### config.mk
export PLATFORM = sky130hd
export DESIGN_NAME = dmem_arbiter
export DESIGN_NICKNAME = d
export VERILOG_FILES = /design/src/rtl/dmem_arbiter.sv
export SDC_FILE = /design/constraint.sdc
export NUM_CORES = 1
export LEC_CHECK = 0
export ABC_AREA = 1
export BUFFER_PORTS_ARGS = -buffer_cell sky130_fd_sc_hd__buf_2
export CELL_PAD_IN_SITES_DETAIL_PLACEMENT = 0
export CELL_PAD_IN_SITES_GLOBAL_PLACEMENT = 1
export CORE_UTILIZATION = 15
export CTS_BUF_LIST = sky130_fd_sc_hd__clkbuf_4
export DETAILED_ROUTE_END_ITERATION = 10
export GPL_ROUTABILITY_DRIVEN = 0
export GPL_TIMING_DRIVEN = 1
export PLACE_DENSITY = 0.9
export SYNTH_ARGS = -nofsm -noshare
export SYNTH_HDL_FRONTEND = slang
export SYNTH_SLANG_ARGS = --single-unit
### constraint.sdc
create_clock -name clk_i -period 1.4 [get_ports clk_i]
set_input_delay 0.21 -clock clk_i [delete_from_list [all_inputs] [get_ports clk_i]]
set_output_delay 0.21 -clock clk_i [all_outputs]
set_load 0.05 [all_outputs]
### src/rtl/dmem_arbiter.sv
// Two-port arbiter in front of a single-port synchronous data RAM: core (port 0)
// and comm engine (port 1) share the RAM with bounded-burst alternation under contention.
module dmem_arbiter #(
  parameter int unsigned MAX_BURST = 4,
  parameter int unsigned AW        = 32,
  parameter int unsigned DW        = 32
) (
  input  logic          clk_i,
  input  logic          reset_i,
  input  logic          req0_i,
  input  logic          req1_i,
  input  logic          we0_i,
  input  logic          we1_i,
  input  logic [AW-1:0] addr0_i,
  input  logic [AW-1:0] addr1_i,
  input  logic [DW-1:0] wdata0_i,
  input  logic [DW-1:0] wdata1_i,
  output logic          gnt0_o,
  output logic          gnt1_o,
  output logic          rvalid0_o,
  output logic          rvalid1_o,
  output logic [DW-1:0] rdata_o,
  output logic          mem_we_o,
  output logic [AW-1:0] mem_addr_o,
  output logic [DW-1:0] mem_wdata_o,
  input  logic [DW-1:0] mem_rdata_i
);

  localparam int unsigned CW = 4;
  localparam logic [1:0] IDLE = 2'd0;
  localparam logic [1:0] OWN0 = 2'd1;
  localparam logic [1:0] OWN1 = 2'd2;
  localparam logic [CW-1:0] CNT_LAST = CW'(MAX_BURST - 1);
  localparam logic [CW-1:0] CNT_MAX  = CW'(MAX_BURST);

  logic [1:0]    state, state_nxt;
  logic [CW-1:0] cnt, cnt_nxt;
  logic          lst, lst_nxt;

  // lst resets to 1 so that port 0 wins the first tie
  always_ff @(posedge clk_i or negedge reset_i) begin
    if (!reset_i) begin
      state <= IDLE;
      cnt   <= '0;
      lst   <= 1'b1;
    end else begin
      state <= state_nxt;
      cnt   <= cnt_nxt;
      lst   <= lst_nxt;
    end
  end

  always_comb begin
    state_nxt = state;
    cnt_nxt   = cnt;
    lst_nxt   = lst;
    case (state)
      IDLE: begin
        cnt_nxt = '0;
        if (req0_i && req1_i) state_nxt = lst ? OWN0 : OWN1;
        else if (req0_i)      state_nxt = OWN0;
        else if (req1_i)      state_nxt = OWN1;
      end
      OWN0: begin
        if (!req0_i) begin
          state_nxt = req1_i ? OWN1 : IDLE;
          cnt_nxt   = '0;
          lst_nxt   = 1'b0;
        end else if (req1_i && (cnt >= CNT_LAST)) begin
          state_nxt = OWN1;
          cnt_nxt   = '0;
          lst_nxt   = 1'b0;
        end else if (cnt != CNT_MAX) begin
          cnt_nxt = cnt + CW'(1);
        end
      end
      OWN1: begin
        if (!req1_i) begin
          state_nxt = req0_i ? OWN0 : IDLE;
          cnt_nxt   = '0;
          lst_nxt   = 1'b1;
        end else if (req0_i && (cnt >= CNT_LAST)) begin
          state_nxt = OWN0;
          cnt_nxt   = '0;
          lst_nxt   = 1'b1;
        end else if (cnt != CNT_MAX) begin
          cnt_nxt = cnt + CW'(1);
        end
      end
      default: begin
        state_nxt = IDLE;
        cnt_nxt   = '0;
      end
    endcase
  end

  assign gnt0_o = (state == OWN0) && req0_i;
  assign gnt1_o = (state == OWN1) && req1_i;

  // RAM port follows the owner; parked at zero when idle
  always_comb begin
    mem_we_o    = 1'b0;
    mem_addr_o  = '0;
    mem_wdata_o = '0;
    case (state)
      OWN0: begin
        mem_we_o    = gnt0_o && we0_i;
        mem_addr_o  = addr0_i;
        mem_wdata_o = wdata0_i;
      end
      OWN1: begin
        mem_we_o    = gnt1_o && we1_i;
        mem_addr_o  = addr1_i;
        mem_wdata_o = wdata1_i;
      end
      default: ;
    endcase
  end

  // Read data lands one cycle after the granted read; flag it for the issuing port
  always_ff @(posedge clk_i or negedge reset_i) begin
    if (!reset_i) begin
      rvalid0_o <= 1'b0;
      rvalid1_o <= 1'b0;
    end else begin
      rvalid0_o <= gnt0_o && !we0_i;
      rvalid1_o <= gnt1_o && !we1_i;
    end
  end

  assign rdata_o = mem_rdata_i;

endmodule

==> impl_metrics.env <==
export IMPL_crit_fanout=7
export IMPL_worstPathArrival_ps=1700
export IMPL_wl_met1_um=3490
export IMPL_dr_max_layer_used="met4"
export IMPL_fmax_mhz=523
export IMPL_nFillCells=1138
export IMPL_violations="setup timing"
export IMPL_synthCells=320
export IMPL_dr_wl_met3_um=477
export IMPL_grt_max_degree=35
export IMPL_ys_seq_elements=9
export IMPL_worstMarginPinSlew_ps=253
export IMPL_syn_to_final_growth_pct=155
export IMPL_root_buffer="clkbuf_4"
export IMPL_final_setup_tns_ps=-32790
export IMPL_initial_utilization_pct=15.4
export IMPL_wl_per_cell_um=13.3
export IMPL_first_pass_iters=4
export IMPL_grt_pass1_wl_um=13300
export IMPL_vias=2781
export IMPL_grt_setup_unrepaired="true"
export IMPL_fp_dieW_um=111
export IMPL_cts_buffers=3
export IMPL_met2WireLength_um=4700
export IMPL_htreeDepth=1
export IMPL_max_slew_margin_pct=83.3
export IMPL_postRouteAntennaNets=0
export IMPL_min_path_type="input pin to register"
export IMPL_wl_um=8710
export IMPL_portBuffers=202
export IMPL_hold_slack_ps=116
export IMPL_fin_crit_sh_pct=137
export IMPL_syn_area_per_cell_um2=5.53
export IMPL_clockBufferDepth=2
export IMPL_drc=0
export IMPL_endpoint_kind="output port"
export IMPL_final_cell_mix="buf_2, nand2_1, buf_6"
export IMPL_die_area_mm2=0.0122
export IMPL_clkLatencyLatePin_ps=260
export IMPL_fp_dieH_um=111
export IMPL_finalClockSkew_ps=4.89
export IMPL_setup_ws_ps=-512
export IMPL_num_rows=39
export IMPL_final_nets=685
export IMPL_synthesis_nets=492
export IMPL_slew_violations=0
export IMPL_grt_pass1_vias=2862
export IMPL_status="complete, but fails checks"
export IMPL_synth_seq_area_share_pct=12.8
export IMPL_register_area_um2=226
export IMPL_synth_area_mm2=0.00177
export IMPL_crit_required_ps=1190
export IMPL_antenna_found_initial=0
export IMPL_dp_hpwl_um=5920
export IMPL_cts_tree="done"
export IMPL_clk_pin_slew_worst_paths_ps=70
export IMPL_final_common_cell="buf_2"
export IMPL_irDropWorstVdd_mv=1.07
export IMPL_critPathLaunchType="register"
export IMPL_vias_per_cell=4.25
export IMPL_setup_viol=74
export IMPL_p_total_uw=11600
export IMPL_power_density_mw_per_mm2=2560
export IMPL_p_leak_uw=0.00188
export IMPL_diodes=0
export IMPL_post_route_min_period_ps=1910
export IMPL_grt_use_total_pct=12.9
export IMPL_drive_gt1_share_pct=68.8
export IMPL_drv_cap=0
export IMPL_worst_setup_path_type="register to output port"
export IMPL_grt_ovfl_total=0
export IMPL_num_io_pins=267
export IMPL_cts_sinks=9
export IMPL_ys_types=21
export IMPL_drt_iter0_drc=71
export IMPL_hold_violations=0
export IMPL_yosysWarnings=0
export IMPL_multi_input_area_mm2=0.00198
export IMPL_core_area_mm2=0.0115
-- per-layer routing --
layer / track usage, % / up-vias
li1: - / 1369
met1: 14.7 / 1285
met2: 24.8 / 119
met3: 2.25 / 8
met4: 2.40 / 0
met5: 0 / -
-- flip-flops by register name, indices dropped and copies added, names as in the netlist --
name	cells
cnt	4
state	2
lst	1
rvalid0_o	1
rvalid1_o	1
-- worst paths after layout --
path | startpoint | to | slack [ps] | depth (start not counted)
worst min-delay path | we0_i | rvalid0_o | 120 | 2
max in group asynchronous | reset_i | lst | 830 | 2
min in group asynchronous | reset_i | cnt[1] | 320 | 2
worst min register to register | lst | lst | 480 | 2
worst max-delay path | state[1] | mem_addr_o[14] | -510 | 7
worst max register to register | state[1] | state[0] | -160 | 11
-- power breakdown --
group | internal (uW) | switching (uW) | leakage (uW)
clock | 106 | 106 | 0.0000177
sequential | 331 | 46.0 | 0.000119
combinational | 4400 | 6560 | 0.00174
-- cell families (layout without fill, tap and decap cells) --
group,Yosys count,count (layout),synth area share [%]
adders and majority gates,6,6,4.24
DFF,9,9,12.8
xor gates and xnor gates,2,2,0.990
buffers and inverters,65,257,22.7
AOI/OAI and AO/OA,69,69,19.7
and+or+nand+nor,169,169,39.6
-- final cells by class --
| cell class | count | area share (%) |
|---|---|---|
| Timing Repair Buffer | 240 | 45.0 |
| Multi-Input combinational cell | 246 | 43.8 |
| Sequential cell | 9 | 5.02 |
| Tap cell | 143 | 3.97 |
| Inverter | 12 | 1.39 |
| Clock buffer | 3 | 0.499 |
| Timing Repair inverter | 1 | 0.250 |
| Clock inverter | 1 | 0.111 |
-- per-stage QoR --
stage	util [%]	setup slack [ps]	instance area [um2]	std cells
6_report	39.3	-512	4510	655
5_1_grt	39.3	-577	4510	655
4_1_cts	37.5	-524	4300	647
3_5_place_dp	31.6	-347	3630	633
3_3_place_gp	31.6	-287	3630	633
2_1_floorplan	-	-193	2620	320
-- cells in the mapped netlist --
cell type	n	share of area (%)
nor2_4	1	0.64
a21oi_1	67	19
dfstp_2	1	1.5
ha_1	6	4.2
o21ai_0	1	0.28
nand4_1	1	0.35
nand2_1	145	31
nand2_4	4	2.5
dfrtp_1	8	11
nor2_2	4	1.4
a21oi_2	1	0.49
nor2_1	4	0.85
inv_2	2	0.42
xnor2_1	1	0.49
clkbuf_1	3	0.64
inv_1	10	2.1
buf_4	38	16
buf_2	12	3.4
nand2_2	3	1.1
xor2_1	1	0.49
nand3_1	7	2.0
-- repair_timing --
| action | CTS | global route |
|---|---|---|
| pin swaps | 3 | 5 |
| endpoints found under the hold margin | 8 | 0 |
| gates resized for setup | 156 | 24 |
| hold buffers | 1 | 0 |
| buffers inserted | 5 | 4 |
| cloned | 4 | 4 |
| endpoints found under the setup margin | 74 | 74 |
-- worst max-delay path: stages, from the launching register on --
cell and delay [ps]:
dfrtp_1 370, inv_2 70, buf_6 120, ha_4 340, inv_12 70, clkbuf_16 180
a21oi_4 120, buf_6 170
(Power assumes the default switching activity.)
